$ cat config.mk
export PLATFORM = sky130hd
export DESIGN_NAME = board_ram_responder
export DESIGN_NICKNAME = d
export VERILOG_FILES = /design/src/rtl/board_ram_responder.sv
export SDC_FILE = /design/constraint.sdc
export NUM_CORES = 1
export LEC_CHECK = 0
export CAP_MARGIN = 25
export CORE_UTILIZATION = 42
export DETAILED_ROUTE_END_ITERATION = 16
export HOLD_SLACK_MARGIN = 0.02
export PLACE_DENSITY = 0.64
export SETUP_SLACK_MARGIN = 0.5
export SLEW_MARGIN = 20
export SYNTH_ARGS = -nofsm -noshare
export SYNTH_HDL_FRONTEND = slang
export SYNTH_SLANG_ARGS = --single-unit
$ cat constraint.sdc
create_clock -name clk -period 2.6 [get_ports clk]
set_input_delay 0.65 -clock clk [delete_from_list [all_inputs] [get_ports clk]]
set_output_delay 0.65 -clock clk [all_outputs]
set_load 0.05 [all_outputs]
$ cat src/rtl/board_ram_responder.sv
// BattleShipX board RAM: 10x10 grid of 2-bit cells with edge-triggered
// read/write request handling, a display read port, clear sweep and ship count.
module board_ram_responder #(
    parameter int ROWS = 10,
    parameter int COLS = 10
) (
    input  logic       clk,
    input  logic       reset_n,
    input  logic [7:0] cursor,
    input  logic       ram_we,
    input  logic [7:0] wr_addr,
    input  logic [1:0] wr_val,
    output logic [1:0] rd_val,
    output logic       rd_valid,
    output logic       rd_oob,
    input  logic [7:0] vid_addr,
    output logic [1:0] vid_val,
    input  logic       clear,
    output logic       busy,
    output logic [6:0] ship_cells
);

    localparam int CELLS = ROWS * COLS;

    typedef enum logic {IDLE, CLEAR} state_t;

    function automatic logic on_board(input logic [7:0] a);
        return (int'(a[7:4]) < ROWS) && (int'(a[3:0]) < COLS);
    endfunction

    function automatic logic [6:0] idx_of(input logic [7:0] a);
        return 7'(int'(a[7:4]) * COLS + int'(a[3:0]));
    endfunction

    logic [1:0] mem_q [CELLS];
    logic [1:0] mem_d [CELLS];

    state_t     state_q, state_d;
    logic [6:0] sweep_q, sweep_d;
    logic [6:0] ship_q, ship_d;
    logic [7:0] last_cursor_q, last_cursor_d;
    logic [7:0] last_wr_addr_q, last_wr_addr_d;
    logic [1:0] last_wr_val_q, last_wr_val_d;
    logic       last_we_q, last_we_d;
    logic [1:0] rd_val_q, rd_val_d;
    logic       rd_valid_q, rd_valid_d;
    logic       rd_oob_q, rd_oob_d;
    logic [1:0] vid_val_q, vid_val_d;

    logic       rd_trig;
    logic       wr_trig;
    logic [6:0] wr_idx;
    logic [1:0] old_val;

    assign rd_trig = (state_q == IDLE) && !ram_we &&
                     ((cursor != last_cursor_q) || last_we_q);
    assign wr_trig = (state_q == IDLE) && ram_we &&
                     ((wr_addr != last_wr_addr_q) ||
                      (wr_val != last_wr_val_q) || !last_we_q);
    assign wr_idx  = idx_of(wr_addr);

    always_comb begin
        mem_d          = mem_q;
        state_d        = state_q;
        sweep_d        = sweep_q;
        ship_d         = ship_q;
        last_cursor_d  = last_cursor_q;
        last_wr_addr_d = last_wr_addr_q;
        last_wr_val_d  = last_wr_val_q;
        last_we_d      = last_we_q;
        rd_val_d       = 2'b00;
        rd_valid_d     = 1'b0;
        rd_oob_d       = 1'b0;
        old_val        = 2'b00;
        vid_val_d      = on_board(vid_addr) ? mem_q[idx_of(vid_addr)] : 2'b00;

        if (state_q == IDLE) begin
            last_we_d = ram_we;
        end

        if (rd_trig) begin
            last_cursor_d = cursor;
            rd_valid_d    = 1'b1;
            if (on_board(cursor)) begin
                rd_val_d = mem_q[idx_of(cursor)];
            end else begin
                rd_oob_d = 1'b1;
            end
        end

        if (wr_trig) begin
            last_wr_addr_d = wr_addr;
            last_wr_val_d  = wr_val;
            if (on_board(wr_addr)) begin
                old_val        = mem_q[wr_idx];
                mem_d[wr_idx]  = wr_val;
                if (old_val != 2'b01 && wr_val == 2'b01 &&
                    ship_q < 7'(CELLS)) begin
                    ship_d = ship_q + 7'd1;
                end else if (old_val == 2'b01 && wr_val != 2'b01 &&
                             ship_q != 7'd0) begin
                    ship_d = ship_q - 7'd1;
                end
            end
        end

        // Clear wins over a same-cycle write for the ship count.
        unique case (state_q)
            IDLE: begin
                if (clear) begin
                    state_d = CLEAR;
                    sweep_d = 7'd0;
                    ship_d  = 7'd0;
                end
            end
            CLEAR: begin
                mem_d[sweep_q] = 2'b00;
                if (clear) begin
                    sweep_d = 7'd0;
                end else if (sweep_q == 7'(CELLS - 1)) begin
                    state_d = IDLE;
                end else begin
                    sweep_d = sweep_q + 7'd1;
                end
            end
            default: state_d = IDLE;
        endcase
    end

    always_ff @(posedge clk or negedge reset_n) begin
        if (!reset_n) begin
            for (int i = 0; i < CELLS; i++) begin
                mem_q[i] <= 2'b00;
            end
            state_q        <= IDLE;
            sweep_q        <= 7'd0;
            ship_q         <= 7'd0;
            last_cursor_q  <= 8'hFF;
            last_wr_addr_q <= 8'hFF;
            last_wr_val_q  <= 2'b00;
            last_we_q      <= 1'b0;
            rd_val_q       <= 2'b00;
            rd_valid_q     <= 1'b0;
            rd_oob_q       <= 1'b0;
            vid_val_q      <= 2'b00;
        end else begin
            mem_q          <= mem_d;
            state_q        <= state_d;
            sweep_q        <= sweep_d;
            ship_q         <= ship_d;
            last_cursor_q  <= last_cursor_d;
            last_wr_addr_q <= last_wr_addr_d;
            last_wr_val_q  <= last_wr_val_d;
            last_we_q      <= last_we_d;
            rd_val_q       <= rd_val_d;
            rd_valid_q     <= rd_valid_d;
            rd_oob_q       <= rd_oob_d;
            vid_val_q      <= vid_val_d;
        end
    end

    assign rd_val     = rd_val_q;
    assign rd_valid   = rd_valid_q;
    assign rd_oob     = rd_oob_q;
    assign vid_val    = vid_val_q;
    assign busy       = (state_q == CLEAR);
    assign ship_cells = ship_q;

endmodule

==> flow_summary.json, run 1 <==
{
  "hold_class": "in -> async",
  "r2r_start": "mem_q[99]$_DFF_PN0_",
  "die-height_um": 202,
  "fin_tns_setup_ps": -45500,
  "routed_wirelength_mm": 63.7,
  "rsz0062_at_grt": "true",
  "p_switching_mw": 3.60,
  "avgRoutedWirePerCell_um": 25.9,
  "finClkSkew_ps": 35.9,
  "grt_use_total_pct": 31.0,
  "hold_viol_final": 0,
  "ir_drop_uv": 576,
  "syn_area_um2": 16800,
  "io-pin-count": 44,
  "drive_above_1_share_pct": 47.5,
  "cts_root_buf": "clkbuf_16",
  "crit_path_cell_trace": "buf_8 > ha_4 > fa_2 > buf_12 > buf_16 > nor2b_4 > a221o_1 > a21oi_2 > nor4_2 > a211oi_2 > and4_4 > and2_4 > or3_4 > a21oi_2",
  "syn_to_final_growth_pct": 41.2,
  "die_w_um": 202,
  "synth_largest_area_cell": "dfrtp_1",
  "r2r-end": "ship_cells[1]$_DFF_PN0_",
  "slowest_delay_ps": 600,
  "cts_num_sinks": 240,
  "critPathKind": "in -> reg",
  "hold_buffers": 0,
  "p_sw_share_pct": 31.0,
  "clkTransAtPathRegs_ps": 60,
  "maxSlewViolCount": 0,
  "antenna_found_initial": 1,
  "clk_latency_ps": 590,
  "critPathMaxFanout": 7,
  "seqPwrFrac_pct": 32.7,
  "first_pass_iters": 5,
  "crit_path_start_kind": "input port",
  "fillCellCount": 3019,
  "gp_congestion": 0.993,
  "ys_seq_elements": 240,
  "clk_path_buf_depth": 3,
  "top_layer": "met4",
  "p_leak_nw": 9.83,
  "p_clk_share_pct": 37.9,
  "status": "finished with violations",
  "initial_core_util_pct": 43.0,
  "regArea_um2": 6030,
  "synth_edf_count": 0,
  "end_kind": "flip-flop",
  "met3_length_mm": 6.08,
  "grt_pass1_vias": 15500,
  "num_vias": 15500,
  "drcViolationCount": 0,
  "design_area_um2": 23700,
  "cts_made_buffers": 28,
  "vias_per_cell": 6.30,
  "yosysTopAreaCellShare_pct": 33.4,
  "combPwrFrac_pct": 29.3,
  "synthFlopType": "dfrtp_1",
  "fmax_mhz": 318,
  "yosys_warnings": 0,
  "postPlaceCellArea_um2": 20100,
  "multiInputGateArea_um2": 12200,
  "h-tree-depth": 1,
  "syn_avg_cell_area_um2": 10.3,
  "yosys-top-cells-area": "dfrtp_1 33%, mux4_2 21%, mux2i_1 11%",
  "r2r_slack_ps": -60,
  "drtIter0Drc": 1579,
  "cts_tree": "done",
  "fin_nets": 1973,
  "arrival_ps": 3620,
  "worstMarginPinSlew_ps": 834,
  "drv_cap": 0,
  "timing.hold.ws_ps": 33.5,
  "fp.dieArea_um2": 40700,
  "p_per_area_nw_per_um2": 491,
  "synth_nets": 1687,
  "diodes": 0,
  "grt_overflow": 0,
  "period_minus_slack_ps": 3140,
  "grt_max_degree": 69,
  "dpl.hpwl_mm": 44.0,
  "path_common_cell": "a21oi_2",
  "routedLengthMet1_mm": 24.7,
  "setup_violations": 195,
  "cpMaxStageDelayCell": "fa_2",
  "setup_slack_ps": -541,
  "totalPowerFinal_mw": 11.6,
  "reg2regPathDepth": 11,
  "maxSlewHeadroom_pct": 44.4,
  "ys_seq_area_share_pct": 35.9,
  "crit_required_ps": 3080,
  "synth_cell_types": 67,
  "antenna_left": 0,
  "grt_pass1_wl_mm": 95.4,
  "core-area_um2": 39000,
  "synthesis.instances": 1629,
  "row_count": 72,
  "violations": "setup timing",
  "io_buffers": 43,
  "async_reset_ff_share_pct": 100,
  "fin_crit_sh_pct": 121,
  "wl_met2_mm": 29.4,
  "intPower_mw": 8.02
}
how the worst max path moves through the flow:
stage	start	end	slack (ps)	cells past startpoint
floorplan	wr_addr[7]	ship_cells[0]$_DFF_PN0_	-700	13
global placement	wr_addr[5]	ship_cells[0]$_DFF_PN0_	-1520	14
detailed placement	wr_addr[1]	ship_cells[0]$_DFF_PN0_	-1600	13
CTS	wr_addr[1]	ship_cells[0]$_DFF_PN0_	-470	14
global route	wr_addr[5]	ship_cells[3]$_DFF_PN0_	-590	16
finish	wr_addr[4]	ship_cells[0]$_DFF_PN0_	-540	14
cell usage after synthesis (3+ instances only):
library cell	instances
dfstp_2	16
buf_6	4
nor3_2	7
o221ai_1	6
clkbuf_1	61
buf_2	31
o22ai_1	12
o21ai_0	22
xor2_1	24
a21oi_1	96
inv_1	14
ha_1	22
buf_1	6
or3_1	4
and3_1	4
nor2b_1	13
buf_4	4
nand4_1	7
dfrtp_1	224
a221oi_1	4
mux4_2	155
nor3_1	13
fa_1	6
mux2_2	17
nor3b_1	5
nand3_1	100
nor2_1	307
nor4_1	5
nand2b_1	10
xnor2_1	17
mux2i_1	176
and2_1	5
a21o_1	4
a31oi_1	3
a211oi_1	3
nand2_1	181
placed cells by master, fill, tap and decap left out, drive strengths merged, types with 5 or more instances in the layout:
| cell type | count |
|---|---|
| buf | 333 |
| nor2 | 307 |
| dfrtp | 224 |
| nand2 | 181 |
| mux2i | 176 |
| mux4 | 155 |
| nand3 | 101 |
| a21oi | 96 |
| clkbuf | 48 |
| o21ai | 25 |
| xor2 | 24 |
| ha | 22 |
| nor3 | 20 |
| mux2 | 17 |
| xnor2 | 17 |
| dfstp | 16 |
| inv | 16 |
| nor2b | 13 |
| o22ai | 12 |
| dlymetal6s2s | 11 |
| nand2b | 10 |
| nand4 | 7 |
| o221ai | 6 |
| fa | 6 |
| nor4 | 6 |
| bufinv | 5 |
| nor3b | 5 |
| clkinv | 5 |
| and2 | 5 |
sequential cells by signal, indices dropped and copies added (netlist names):
| name | flops |
|---|---|
| last_wr_addr_q | 8 |
| rd_val | 2 |
| rd_oob | 1 |
| vid_val | 2 |
| mem_q | 200 |
| ship_cells | 7 |
| last_we_q | 1 |
| last_cursor_q | 8 |
| last_wr_val_q | 2 |
| busy | 1 |
| sweep_q | 7 |
| rd_valid | 1 |
final cells by class:
cell class / instances / area share (%)
Inverter: 15 / 0.238
Clock buffer: 38 / 3.41
Clock inverter: 14 / 0.919
Sequential cell: 240 / 25.5
Multi-Input combinational cell: 1267 / 51.4
Tap cell: 518 / 2.74
Timing Repair Buffer: 363 / 15.8
critical path: cells and delay by family:
kind / cells / cell delay [ps]
buffers and inverters: 3 / 350
AND/OR/NAND/NOR: 5 / 1360
AO/OA/AOI/OAI: 4 / 500
adder cells (fa/ha/maj): 2 / 760
routing by layer:
layer	vias up	global-route usage (%)
li1	6544	-
met1	7851	41.7
met2	864	48.8
met3	214	5.72
met4	0	14.2
met5	-	0
repair_timing:
item	4_1_cts	5_1_grt
endpoints found under the setup margin	225	227
endpoints found under the hold margin	0	0
pin swaps	103	109
cloned	8	3
setup buffers	34	18
resized for setup	372	215
kinds of logic (layout without fill, tap and decap cells):
kind of cell / after synthesis / count (layout) / share of synthesized area [%]
mux: 348 / 348 / 32.5
simple gates: 672 / 672 / 17.3
compound gates: 178 / 178 / 6.45
buf+inv: 122 / 430 / 3.30
fa+ha+maj: 28 / 28 / 2.36
xor+xnor: 41 / 41 / 2.14
flops: 240 / 240 / 35.9
power groups by stage:
stage,registers [mW],clock network (mW),logic (mW)
2_1_floorplan,3.88,0,1.26
3_3_place_gp,3.87,0,2.43
3_5_place_dp,3.87,0,2.45
4_1_cts,3.80,4.46,3.08
5_1_grt,3.81,4.59,3.53
6_report,3.80,4.41,3.41
stage by stage:
step / cells / util (%) / setup slack, ps
5_1_grt: 2455 / 60.7 / -585
3_3_place_gp: 2340 / 51.4 / -1520
4_1_cts: 2434 / 58.5 / -473
6_report: 2455 / 60.7 / -541
2_1_floorplan: 1629 / - / -702
3_5_place_dp: 2340 / 51.4 / -1600
Note: power is estimated with default switching activity, not from simulation.
==> run 2, diff against run 1 <==
- SETUP_SLACK_MARGIN: 0.5 -> unset
- clock period: 2.6 -> 3.6 ns (I/O delays scaled with it)
==> flow_summary.json, run 2 (synthesized netlist as in run 1, its figures left out) <==
{
  "maxSlewHeadroom_pct": 25.7,
  "r2r_slack_ps": 860,
  "drcViolationCount": 0,
  "worstMarginPinSlew_ps": 1110,
  "status": "complete, no violations",
  "avgRoutedWirePerCell_um": 24.8,
  "largest_reg_flops": 200,
  "hold_viol_final": 0,
  "pre_cts_slack_ps": -937,
  "grt_pass1_vias": 14500,
  "grt_max_degree": 83,
  "io-pin-count": 44,
  "grt_pass1_wl_mm": 89.0,
  "num_vias": 14600,
  "fin_nets": 1841,
  "cts_tree": "done",
  "grt_overflow": 0,
  "routed_wirelength_mm": 57.5,
  "drive_above_1_share_pct": 27.4,
  "die_w_um": 202,
  "diodes": 0,
  "fin_crit_sh_pct": 96.9,
  "cts_num_sinks": 240,
  "antenna_left": 0,
  "syn_to_final_growth_pct": 21.1,
  "setup_slack_ps": 111,
  "vias_per_cell": 6.26,
  "critPathMaxFanout": 4,
  "drtIter0Drc": 1482,
  "p_leak_nw": 8.44,
  "crit_path_start_kind": "input port",
  "clkTransAtPathRegs_ps": 60,
  "finClkSkew_ps": 20.8,
  "instances_no_fill": 2323,
  "initial_core_util_pct": 43.0,
  "gp_congestion": 0.968,
  "ir_drop_uv": 319,
  "core-area_um2": 39000,
  "final_cell_mix": "300 x nor2_1, 224 x dfrtp_1, 181 x nand2_1",
  "h-tree-depth": 1,
  "fmax_mhz": 287,
  "row_count": 72,
  "reg2regPathDepth": 11,
  "cts_root_buf": "clkbuf_16",
  "final_common_cell": "nor2_1",
  "cts_made_buffers": 29,
  "io_buffers": 43,
  "period_minus_slack_ps": 3490,
  "clk_path_buf_depth": 3,
  "r2r_start": "mem_q[97]$_DFF_PN0_",
  "first_pass_iters": 5,
  "setup_violations": 0,
  "antenna_found_initial": 2,
  "dpl.hpwl_mm": 41.4,
  "r2r-end": "ship_cells[5]$_DFF_PN0_",
  "end_kind": "flip-flop",
  "fp.dieArea_um2": 40700,
  "clk_latency_ps": 560,
  "critPathKind": "in -> reg",
  "maxSlewViolCount": 0,
  "regMostFlops": "mem_q",
  "dp.cells": 2264,
  "top_regs": "mem_q x200, last_cursor_q x8, last_wr_addr_q x8",
  "crit_required_ps": 4080,
  "final_util_pct": 52.1,
  "grt_use_total_pct": 28.6,
  "die-height_um": 202,
  "timing.hold.ws_ps": 360,
  "hold_class": "in -> async",
  "drv_cap": 0,
  "arrival_ps": 3970,
  "p_per_area_nw_per_um2": 358
}
run 2: per-stage QoR:
stage	setup TNS [ps]	power, mW	cell area [um2]
after floorplan	0	3.62	16800
after global placement	-114880	4.41	19200
after detailed placement	-119750	4.43	19200
after CTS	0	7.26	20300
after global routing	-15.5	7.50	20300
final	0	7.27	20300
run 2: area by class of cell:
cell class              instances  area [um2]
well taps                     518         648
inverters                      15        60.1
clock inverters                 7        38.8
clock buffers                  46         840
flip-flops and latches        240        6030
repair buffers                230        2220
multi-input cells            1267       10500
fillers                      3437       18700
run 2: timing repair:
action	4_1_cts	5_1_grt
pin swaps	14	10
buffers inserted	6	0
gates resized for setup	44	26
hold buffers	0	0
endpoints found under the setup margin	124	132
run 2: critical path: stages:
cell and delay [ps]:
dlygate4sd2_1 250, ha_1 280, ha_1 200, inv_2 50, fa_2 470, nor2b_4 170, a31oi_4 110, or2_4 300
a311oi_4 300, a211oi_2 120, and4_4 240, and2_4 150, or3_1 300, a21oi_1 120
run 2: worst max path at each step:
stage | startpoint | to | cells past startpoint | slack (ps)
2_1_floorplan | wr_addr[5] | ship_cells[0]$_DFF_PN0_ | 13 | 20
6_report | wr_addr[7] | ship_cells[0]$_DFF_PN0_ | 14 | 110
4_1_cts | wr_addr[5] | ship_cells[5]$_DFF_PN0_ | 15 | 10
5_1_grt | wr_addr[7] | ship_cells[5]$_DFF_PN0_ | 15 | -10
3_3_place_gp | wr_addr[1] | ship_cells[0]$_DFF_PN0_ | 13 | -860
3_5_place_dp | wr_addr[1] | ship_cells[0]$_DFF_PN0_ | 13 | -940
run 2: where the power goes:
group / total [mW] / switching (mW) / internal, mW
Clock: 2.76 / 1.17 / 1.59
Sequential: 2.75 / 0.0196 / 2.73
Combinational: 1.77 / 1.01 / 0.755
run 2: layer usage:
layer	part of all wire [%]	GRT usage [%]
met1	40	39.0
met2	47	45.4
met3	8.8	5.37
met4	4.3	10.9
met5	0.050	0
==> run 3, diff against run 2 <==
- SKIP_CTS_REPAIR_TIMING: unset -> 1
- TNS_END_PERCENT: unset -> 1
==> flow_summary.json, run 3 (synthesized netlist as in run 1, its figures left out) <==
{
  "drv_cap": 0,
  "top_regs": "mem_q x200, last_cursor_q x8, last_wr_addr_q x8",
  "gr-usage-met1_pct": 39.0,
  "worst-path-buf-inv": 3,
  "cpMaxStageDelayCell": "fa_2",
  "grt_use_total_pct": 28.4,
  "crit_required_ps": 4030,
  "path_common_cell": "nor2_1",
  "syn_to_final_growth_pct": 20.8,
  "h-tree-depth": 1,
  "core-area_um2": 39000,
  "instances_no_fill": 2319,
  "final_cell_mix": "301 x nor2_1, 224 x dfrtp_1, 181 x nand2_1",
  "diodes": 0,
  "regMostFlops": "mem_q",
  "setup_slack_ps": 123,
  "drtIter0Drc": 1842,
  "hold_viol_final": 0,
  "clkTransAtPathRegs_ps": 60,
  "critPathMaxFanout": 4,
  "cts_root_buf": "clkbuf_16",
  "fin_tns_setup_ps": 0,
  "cts_tree": "done",
  "met3_usage_pct": 4.93,
  "clk_path_buf_depth": 3,
  "dpl.hpwl_mm": 41.4,
  "cts_num_sinks": 240,
  "multiInputGateArea_um2": 10400,
  "vias_per_cell": 6.27,
  "first_pass_iters": 5,
  "drcViolationCount": 0,
  "num_vias": 14500,
  "fmax_mhz": 288,
  "design_area_um2": 20300,
  "critPathKind": "in -> reg",
  "initial_core_util_pct": 43.0,
  "grt_pass1_vias": 14400,
  "antenna_left": 0,
  "regArea_um2": 6030,
  "grt_overflow": 0,
  "cp_num_cells": 14,
  "grt_util_met2_pct": 45.2,
  "period_minus_slack_ps": 3480,
  "status": "complete, no violations",
  "antenna_found_initial": 2,
  "grt_max_degree": 83,
  "reg2regPathDepth": 10,
  "drive_above_1_share_pct": 26.7,
  "hold_class": "in -> async",
  "dp.cells": 2264,
  "crit_path_start_kind": "input port",
  "crit_path_cell_trace": "dlymetal6s2s_1 > ha_1 > ha_2 > inv_2 > fa_2 > nor2b_4 > and4_4 > or2_4 > buf_4 > nor2_2 > nand3_1 > nor2_1 > mux2i_1 > nor2_1",
  "die-height_um": 202,
  "fin_nets": 1837,
  "p_leak_nw": 8.45,
  "arrival_ps": 3910,
  "critPathTopFamily": "simple AND/OR/NAND/NOR gates",
  "io_buffers": 43,
  "totalPowerFinal_mw": 7.24,
  "maxSlewViolCount": 0,
  "largest_reg_flops": 200,
  "routed_wirelength_mm": 57.3,
  "rsz0062_at_grt": "false",
  "fin_crit_sh_pct": 96.6,
  "final_util_pct": 51.9,
  "p_per_area_nw_per_um2": 358,
  "fillCellCount": 3446,
  "postPlaceCellArea_um2": 19200,
  "cts_made_buffers": 29,
  "grt_pass1_wl_mm": 88.3,
  "end_kind": "flip-flop",
  "ir_drop_uv": 315,
  "timing.hold.ws_ps": 355,
  "worstMarginPinSlew_ps": 1120,
  "slowest_delay_ps": 590,
  "avgRoutedWirePerCell_um": 24.7,
  "final_common_cell": "nor2_1",
  "setup_violations": 0,
  "die_w_um": 202,
  "row_count": 72,
  "gp_congestion": 0.968,
  "pre_cts_slack_ps": -937,
  "clk_latency_ps": 570,
  "maxSlewHeadroom_pct": 25.1,
  "fp.dieArea_um2": 40700,
  "busiest_layer": "met2",
  "io-pin-count": 44,
  "finClkSkew_ps": 28.5
}
run 3: cell count changes in the layout (fill, tap and decap cells not counted), sizes merged:
cell	previous run	this run
dlymetal6s2s	0	6
buf	194	189
clkbuf	49	46
dlygate4sd2	2	0
clkinvlp	1	0
inv	15	16
run 3: final cells by class:
type | count | area share [%]
Clock buffer | 46 | 4.15
Clock inverter | 7 | 0.192
Inverter | 15 | 0.278
Multi-Input combinational cell | 1267 | 51.5
Sequential cell | 240 | 29.8
Tap cell | 518 | 3.20
Timing Repair Buffer | 226 | 10.9
run 3: power breakdown:
group	internal (mW)	total [mW]	switching, mW	leakage [nW]
clock network	1.59	2.76	1.17	0.435
logic	0.731	1.73	1.00	4.74
registers	2.73	2.75	0.0196	3.28
run 3: routing by layer:
layer | share of wire [%] | vias up
li1 | - | 6255
met1 | 40 | 7373
met2 | 47 | 736
met3 | 8.9 | 171
met4 | 3.9 | 4
met5 | 0.044 | -
run 3: path summary, 6_finish.rpt:
path	from	end	slack (ps)
worst max register to register	mem_q[97]$_DFF_PN0_	ship_cells[0]$_DFF_PN0_	900
worst min-delay path	reset_n	last_we_q$_DFFE_PN0N_	350
worst min register to register	last_wr_addr_q[0]$_DFFE_PN1P_	last_wr_addr_q[0]$_DFFE_PN1P_	490
worst max-delay path	wr_addr[5]	mem_q[33]$_DFF_PN0_	120
max in group asynchronous	reset_n	mem_q[9]$_DFF_PN0_	2420
min in group clk	last_wr_addr_q[0]$_DFFE_PN1P_	last_wr_addr_q[0]$_DFFE_PN1P_	490
